$ cat src/rtl/cache_ctrl.sv
// cache_ctrl: trace-driven set-associative cache controller, one command in flight (IDLE/READ/UPDATE/WRITE).
// Optional statistics counters are built when CACHE_CTRL_STATS_EN is defined; otherwise the ports read 0.
package cache_ctrl_pkg;
    localparam int ADDR_W   = 32;
    localparam int OFFSET_W = 6;
    localparam int SET_W    = 14;
    localparam int TAG_W    = ADDR_W - SET_W - OFFSET_W;
    localparam int LRU_W    = 3;
    localparam int DATA_W   = 32;

    typedef enum logic [1:0] {MESI_I = 2'd0, MESI_S = 2'd1, MESI_E = 2'd2, MESI_M = 2'd3} mesi_t;

    typedef struct packed {
        logic [TAG_W-1:0]    tag;
        logic [SET_W-1:0]    set_index;
        logic [OFFSET_W-1:0] offset;
    } addr_t;

    typedef struct packed {
        logic [3:0] n;
        addr_t      address;
    } command_t;

    typedef struct packed {
        mesi_t             mesi;
        logic [LRU_W-1:0]  lru;
        logic [TAG_W-1:0]  tag;
        logic [DATA_W-1:0] data;
    } cache_line_t;
endpackage

module cache_ctrl
    import cache_ctrl_pkg::*;
#(
    parameter int SETS = 16384,
    parameter int WAYS = 8
) (
    input  logic                    clk,
    input  logic                    rst,
    input  logic                    cmd_valid,
    output logic                    cmd_ready,
    input  command_t                cmd,
    output command_t                instruction,
    output logic                    read_enable,
    output logic                    write_enable,
    input  cache_line_t [WAYS-1:0]  cache_rd_data,
    output cache_line_t [WAYS-1:0]  cache_wr_data,
    output logic                    hit,
    output logic                    miss,
    output logic                    done,
    output logic [31:0]             read_count,
    output logic [31:0]             write_count,
    output logic [31:0]             hit_count,
    output logic [31:0]             miss_count
);
    localparam int WAYS_W = (WAYS > 1) ? $clog2(WAYS) : 1;

    typedef enum logic [1:0] {S_IDLE, S_READ, S_UPDATE, S_WRITE} state_t;

    state_t                  state, state_d;
    command_t                instr_q, cmd_in;
    cache_line_t [WAYS-1:0]  rd_q, wr_q, new_set;
    logic                    bad_q;
    logic [WAYS-1:0]         hit_vec, inv_vec;
    logic                    lookup_hit, access, set_changed;
    logic [WAYS_W-1:0]       hit_way, victim, acc_way;
    logic [LRU_W-1:0]        acc_lru;

    // Commands that go through the read-modify-write lookup path.
    function automatic logic is_lookup(input logic [3:0] n);
        return (n <= 4'd4) || (n == 4'd9);
    endfunction

    always_comb begin
        cmd_in = cmd;
        cmd_in.address.set_index = cmd.address.set_index & SET_W'(SETS - 1);
    end

    assign access = (instr_q.n <= 4'd2);

    // Lookup and next-set computation on the registered set contents.
    always_comb begin
        hit_vec = '0;
        inv_vec = '0;
        for (int w = 0; w < WAYS; w++) begin
            hit_vec[w] = (rd_q[w].mesi != MESI_I) && (rd_q[w].tag == instr_q.address.tag);
            inv_vec[w] = (rd_q[w].mesi == MESI_I);
        end
        lookup_hit = |hit_vec;

        hit_way = '0;
        for (int w = WAYS - 1; w >= 0; w--)
            if (hit_vec[w]) hit_way = WAYS_W'(w);

        // LRU way first, then any invalid way overrides, lowest index winning.
        victim = '0;
        for (int w = WAYS - 1; w >= 0; w--)
            if (rd_q[w].lru == LRU_W'(WAYS - 1)) victim = WAYS_W'(w);
        for (int w = WAYS - 1; w >= 0; w--)
            if (inv_vec[w]) victim = WAYS_W'(w);

        acc_way = lookup_hit ? hit_way : victim;
        acc_lru = rd_q[acc_way].lru;

        new_set = rd_q;
        case (instr_q.n)
            4'd0, 4'd1, 4'd2: begin
                for (int w = 0; w < WAYS; w++) begin
                    if (WAYS_W'(w) == acc_way)
                        new_set[w].lru = '0;
                    else if (rd_q[w].lru < acc_lru)
                        new_set[w].lru = rd_q[w].lru + LRU_W'(1);
                end
                if (!lookup_hit) begin
                    new_set[acc_way].tag  = instr_q.address.tag;
                    new_set[acc_way].data = '0;
                    new_set[acc_way].mesi = MESI_E;
                end
                if (instr_q.n == 4'd1) new_set[acc_way].mesi = MESI_M;
            end
            4'd3: if (lookup_hit) new_set[hit_way].mesi = MESI_I;
            4'd4: if (lookup_hit && (rd_q[hit_way].mesi == MESI_M || rd_q[hit_way].mesi == MESI_E))
                      new_set[hit_way].mesi = MESI_S;
            default: ;
        endcase
        set_changed = (new_set != rd_q);
    end

    always_comb begin
        state_d      = state;
        cmd_ready    = 1'b0;
        read_enable  = 1'b0;
        write_enable = 1'b0;
        hit          = 1'b0;
        miss         = 1'b0;
        done         = 1'b0;
        case (state)
            S_IDLE: begin
                cmd_ready = 1'b1;
                done      = bad_q;
                if (cmd_valid) begin
                    if (cmd.n == 4'd8)        state_d = S_WRITE;
                    else if (is_lookup(cmd.n)) state_d = S_READ;
                end
            end
            S_READ: begin
                read_enable = 1'b1;
                state_d     = S_UPDATE;
            end
            S_UPDATE: begin
                hit  = access && lookup_hit;
                miss = access && !lookup_hit;
                if (set_changed) begin
                    state_d = S_WRITE;
                end else begin
                    done    = 1'b1;
                    state_d = S_IDLE;
                end
            end
            S_WRITE: begin
                write_enable = 1'b1;
                done         = 1'b1;
                state_d      = S_IDLE;
            end
            default: state_d = S_IDLE;
        endcase
    end

    always_ff @(posedge clk) begin
        if (rst) begin
            state   <= S_IDLE;
            instr_q <= '0;
            rd_q    <= '0;
            wr_q    <= '0;
            bad_q   <= 1'b0;
        end else begin
            state <= state_d;
            bad_q <= 1'b0;
            case (state)
                S_IDLE: if (cmd_valid) begin
                    instr_q <= cmd_in;
                    bad_q   <= !is_lookup(cmd.n) && (cmd.n != 4'd8);
                    if (cmd.n == 4'd8) wr_q <= '0;
                end
                S_READ:   rd_q <= cache_rd_data;
                S_UPDATE: wr_q <= new_set;
                default: ;
            endcase
        end
    end

    assign instruction   = instr_q;
    assign cache_wr_data = wr_q;

`ifdef CACHE_CTRL_STATS_EN
    always_ff @(posedge clk) begin
        if (rst || (state == S_WRITE && instr_q.n == 4'd8)) begin
            read_count  <= '0;
            write_count <= '0;
            hit_count   <= '0;
            miss_count  <= '0;
        end else if (state == S_UPDATE && access) begin
            if (instr_q.n == 4'd1) write_count <= write_count + 32'd1;
            else                   read_count  <= read_count + 32'd1;
            if (lookup_hit) hit_count  <= hit_count + 32'd1;
            else            miss_count <= miss_count + 32'd1;
        end
    end
`else
    assign read_count  = '0;
    assign write_count = '0;
    assign hit_count   = '0;
    assign miss_count  = '0;
`endif
endmodule

$ cat config.mk
export PLATFORM = sky130hd
export DESIGN_NAME = cache_ctrl
export DESIGN_NICKNAME = d
export VERILOG_FILES = /design/src/rtl/cache_ctrl.sv
export SDC_FILE = /design/constraint.sdc
export NUM_CORES = 2
export LEC_CHECK = 0
export BUFFER_PORTS_ARGS = -buffer_cell sky130_fd_sc_hd__buf_2
export CORE_AREA = 4 4 387 389
export DETAILED_ROUTE_END_ITERATION = 10
export DIE_AREA = 0 0 391 393
export GPL_ROUTABILITY_DRIVEN = 0
export PLACE_DENSITY = 0.39
export SLEW_MARGIN = 20
export SYNTH_ARGS = -nofsm -noshare
export SYNTH_HDL_FRONTEND = slang
export SYNTH_SLANG_ARGS = --single-unit
export TNS_END_PERCENT = 30
$ cat constraint.sdc
create_clock -name clk -period 22.9 [get_ports clk]
set_clock_uncertainty 0.15 [all_clocks]
set_input_delay 4.58 -clock clk [delete_from_list [all_inputs] [get_ports clk]]
set_output_delay 4.58 -clock clk [all_outputs]
set_load 0.03 [all_outputs]
Word-level counts from Yosys, hierarchy flattened:

Index checks and enable logic that the tools add are counted.

* flip-flop bits (word level): 823
* logic and storage cells: 265

* equal/unequal tests: 39
* mux-type cells: 88
* reduce and logical (&&, ||, !) cells: 44
* $add $sub $neg: 8
* $lt $le $gt $ge: 14
* bitwise gates (word level): 2

Operators by type and width (count)
* 392-bit two-way mux: 7
* 392-bit bitwise mux: 6
* 392-bit one-hot mux with 3 select lines: 1
* 392-bit one-hot mux with 2 select lines: 1
* 49-bit demux with 3-bit select: 4
* 392-bit != test: 1
* 49-bit binary-select mux with 3-bit select: 2
* 3-bit two-way mux: 49
* 49-bit two-way mux: 3
* 12-bit == test: 8
* 47-bit two-way mux: 1
* 44-bit two-way mux: 1
* 32-bit two-way mux: 1
* 3-bit by 1-bit adder with 3-bit output, second input constant: 8
* 3-bit == test, second input constant: 8
* 3-bit < comparator: 8
* 2-bit zero test: 9
* 2-bit nonzero test: 9
* 1-bit logical AND: 14
* 3-bit == test, first input constant: 4
* 2-bit == test, second input constant: 4
* 4-bit by 2-bit == test with 1-bit output, second input constant: 2
* 4-bit == test, second input constant: 2
* 3-bit by 4-bit < comparator with 1-bit output, second input constant: 2
* 24 further kinds: 40

Longest topological paths before layout:

* word-level depth: 35
* gate-level depth with buffers: 31

Worst setup path before layout:

No wires, ideal clock.

* path kind: reg2out
* start point: register instr_q (netlist bit instruction[26])
* end point: output port done
* buffers on the path: 5
* cell stages (with the launch flop): 27
* data required time: 18.170 ns
* path slack: 11.396 ns
* arrival: 6.774 ns
* cell sequence: dfxtp_1 buf_2 clkbuf_1 xnor2_1 nand4_1 or4_1 a311o_2 nor2_2 buf_6 clkbuf_1 clkbuf_1 nor2_1 a211o_1 a31oi_1 ha_1 nand2b_1 nor2_1 o21ai_0 o211ai_1 or4_1 a211oi_1 nand4_1 or4_1 nor4_1 nand4_1 nor4_2 a211o_1

* cells in the longest elaborated chain, start to end: 28

Ends and longest elaborated chain
* start, declared: RTL line 61 `command_t instr_q, cmd_in;`
* start signal, assigned: RTL line 181 `instr_q <= cmd_in;`
* 12-bit == test: RTL line 86 `hit_vec[w] = (rd_q[w].mesi != MESI_I) && (rd_q[w].tag == instr_q.address.tag);`
* 1-bit logical AND: RTL line 86
* 3-bit two-way mux (8 in a row): RTL line 93 `if (hit_vec[w]) hit_way = WAYS_W'(w);`
* 3-bit two-way mux: RTL line 102 `acc_way = lookup_hit ? hit_way : victim;`
* 49-bit binary-select mux with 3-bit select: RTL line 103 `acc_lru = rd_q[acc_way].lru;`
* 47-bit two-way mux (implied by the code): RTL line 103
* 3-bit < comparator: RTL line 111 `else if (rd_q[w].lru < acc_lru)`
* 3-bit two-way mux: RTL line 111
* (+5 left out)
* 392-bit two-way mux: RTL line 114 `if (!lookup_hit) begin`
* 392-bit two-way mux: RTL line 106 `case (instr_q.n)`
* 392-bit bitwise mux: RTL line 119 `if (instr_q.n == 4'd1) new_set[acc_way].mesi = MESI_M;`
* 392-bit two-way mux: RTL line 119
* 392-bit one-hot mux with 3 select lines *: RTL line 106
* 392-bit != test *: RTL line 126 `set_changed = (new_set != rd_q);`
* 1-bit two-way mux *: RTL line 153 `if (set_changed) begin`
* 1-bit one-hot mux with 3 select lines *: RTL line 137 `case (state)`
* end, declared: RTL line 50 `output logic done,`

Every way passes the cells marked *; elsewhere a longest branch is shown, timed or not. The select of a mux whose other input is x is not followed.

Worst setup path in the final report:

* start point: register instr_q (netlist bit instruction[23])
* end point: output port done

The elaborated chain is that of the path after synthesis.

==> impl_metrics.csv <==
group,metric,value,unit
synthesis,synth_top_area_share,46.0,%
clock_network,cts_buffers,102,
global_route,grt_use_total,22.7,%
synthesis,synth_edf_count,0,
critical_path,r2r_cells,24,
power,total_power,3.90,mW
synthesis,async_flop_share,0,%
critical_path,ff2ff_setup_slack,14.81,ns
layout,area.growth.synth_to_final,24.7,%
hold_path,hp-class,"reg -> reg",
critical_path,path_common_cell,"or4_1",
clock_network,ctsResizeCount,0,
clock_network,clk_pin_slew,0.06,ns
timing,fmax,0.0742,GHz
drt,viasPerCell,4.95,
timing,fin_tns_setup,0,ns
critical_path,worst_r2r_endpoint,"state[1]$_SDFFE_PP0P_",
global_route,grt_pass1_vias,34900,
critical_path,critPathTopFamily,"simple AND/OR/NAND/NOR gates",
critical_path,worstPathArrival,8.76,ns
power,power_density,87.4,nW/µm²
clock_network,cts-htree-levels,3,
clock_network,cts.sinks,823,
placement,io_buffers,864,
drt,wire_per_inst,25.1,µm
synthesis,synth_common_cells,"nand2_1, dfxtp_1, a21oi_1, nor2_1, clkbuf_1",
power,switchingPower,1.26,mW
critical_path,crit_fanout,12,
drt,dr_total_vias,36300,
critical_path,cp-start-kind,"register",
floorplan,core-area,147000,µm²
layout,fin_nets,5737,
timing,grt_setup_unrepaired,"no",
timing,slew_headroom,25.4,%
timing,hold_ws,0.304,ns
clock_network,clockBufferDepth,3,
clock_network,cts_root_buf,"clkbuf_16",
run,cap_violations,0,
clock_network,cts.hold.buffers_added,0,
timing,slew_viol_final,0,
drt,ant_nets,0,
power,p_clk_share,42.0,%
synthesis,synth_warnings,0,
power,p_sw_share,32.3,%
layout,regArea,16500,µm²
global_route,antenna_found_initial,78,
drt,first_iter_violations,3008,
synthesis,yosysMostFrequentCell,"nand2_1",
synthesis,synth_ff_type,"dfxtp_1",
floorplan,die_w,391,µm
timing,tightestPinTransition,1.11,ns
critical_path,end_kind,"output pin",
power,seqPwrFrac,39.8,%
power,peakVddDrop,53.1,µV
timing,min_period,13.49,ns
timing,setup_viol,0,
timing,finalHoldViolCount,0,
timing,finalCritPeriodShare,58.9,%
critical_path,r2r-start,"instruction[23]$_SDFFE_PP0P_",
layout,multi_input_area,17300,µm²
synthesis,avgSynthCellArea,7.75,µm²
layout,drive_gt1_share,21.3,%
synthesis,syn-instance-count,4620,
floorplan,rows,141,
global_route,grt.overflow.total,0,
power,internal_power,2.64,mW
critical_path,critPathSlowestCell,"a21oi_1",
placement,dp_hpwl,136,mm
clock_network,post_cts_buffers,0,
synthesis,yosys.area.top_type,"dfxtp_1",
synthesis,synth_cell_types,88,
floorplan,ios,993,
critical_path,worstSetupPathType,"reg -> out",
global_route,grt_pass1_wl,257,mm
layout,nFillCells,16100,
global_route,grt_max_degree,171,
power,pwr-share-comb,18.1,%
drt,routed_wl,184,mm
critical_path,cp.required,18.17,ns
synthesis,synth_seq_area_share,46.0,%
power,p_leak,17.9,nW
floorplan,fp.dieArea,154000,µm²
hold_path,min_from,"cache_wr_data[131]$_SDFFE_PP0P_",
clock_network,cts_tree,"yes",
hold_path,whs_path_depth,2,
floorplan,initial_utilization,24.4,%
drt,firstDrtPassIters,7,
run_status,status,"finished clean",
drt,drc,0,
synthesis,syn_area,35800,µm²
floorplan,dieHeight,393,µm
synthesis,ys_top_cells_by_area,"dfxtp_1, nand2_1, a21oi_1, a22oi_1, nor2_1",
hold_path,hold_end,"cache_wr_data[131]$_SDFFE_PP0P_",
clock_network,clk_latency,0.72,ns
synthesis,ys_ff_latch,823,
critical_path,crit_path_max_incr_delay,0.74,ns
critical_path,path_buf_inv,3,
-- worst min-delay path: stages (launching register included) --
cell	delay (ns)
dfxtp_1	0.31
nand2_1	0.05
a21oi_1	0.05
-- cells by family (layout without fill, tap and decap cells) --
group,after synthesis,in the layout,synth area share [%]
other,1,152,0.0105
AO/OA/AOI/OAI,1226,1226,20.8
AND/OR/NAND/NOR,1880,1880,21.9
XOR/XNOR,73,73,1.79
buffers and inverters,546,1166,7.28
adder cells (fa/ha/maj),30,30,1.01
flip-flops,823,823,46.0
multiplexers,41,41,1.15
-- state kept, by name, indices dropped and copies added, names as in the netlist --
name and flops:
instruction 36, cache_wr_data 392, rd_q 392, bad_q 1, state 2
-- stage by stage --
step | utilization, % | worst slack (ns) | area, µm² | cells
floorplan | - | 11.40 | 36300 | 4747
global placement | 28.1 | 10.58 | 41200 | 7108
detailed placement | 28.1 | 10.45 | 41200 | 7108
CTS | 30.4 | 9.64 | 44600 | 7297
global route | 30.4 | 9.11 | 44600 | 7308
finish | 30.4 | 9.41 | 44700 | 7321
-- power by group through the flow --
stage / Combinational [mW] / Clock [mW] / Sequential [mW]
finish: 0.708 / 1.64 / 1.55
detailed placement: 0.708 / 0 / 1.58
CTS: 0.710 / 1.70 / 1.55
global route: 0.768 / 1.75 / 1.56
global placement: 0.713 / 0 / 1.58
floorplan: 0.429 / 0 / 1.58
-- worst max path at each step --
stage	from	end	slack [ns]	depth (start not counted)
final	instruction[23]$_SDFFE_PP0P_	done	9.41	25
after global routing	instruction[31]$_SDFFE_PP0P_	done	9.11	25
after CTS	instruction[31]$_SDFFE_PP0P_	done	9.64	25
after detailed placement	instruction[31]$_SDFFE_PP0P_	done	10.45	25
after global placement	instruction[31]$_SDFFE_PP0P_	done	10.58	25
after floorplan	instruction[26]$_SDFFE_PP0P_	done	11.40	26
-- metal layers --
layer  vias to the layer above  part of all wire (%)  global-route usage [%]
met1                     17400                    40                    27.7
li1                      17100                     -                       -
met3                       342                   8.2                    6.61
met5                         -                  0.14                       0
met4                        40                   3.1                    6.44
met2                      1454                    48                    38.9
-- placed cells by master (no fill, tap or decap), types with 29 or more instances in the layout --
master,instances
dfxtp_1,814
buf_4,57
a22oi_1,277
nor2_1,502
buf_2,863
mux2i_1,39
clkbuf_1,30
conb_1,128
xor2_1,40
o22ai_1,29
xnor2_1,33
inv_1,46
nand3_1,32
nor3_1,54
nor4_1,75
clkbuf_16,104
nand2_1,1063
a21oi_1,668
o21ai_0,83
nand4_1,37
-- final cells by class --
class / count / share of cell area (%)
diodes: 24 / 0.134
clock buffers: 154 / 6.70
clock inverters: 35 / 0.855
inverters: 52 / 0.454
multi-input cells: 3378 / 38.7
flip-flops and latches: 823 / 36.9
well taps: 1930 / 5.41
repair buffers: 925 / 10.8
Note: power is estimated with default switching activity, not from simulation.
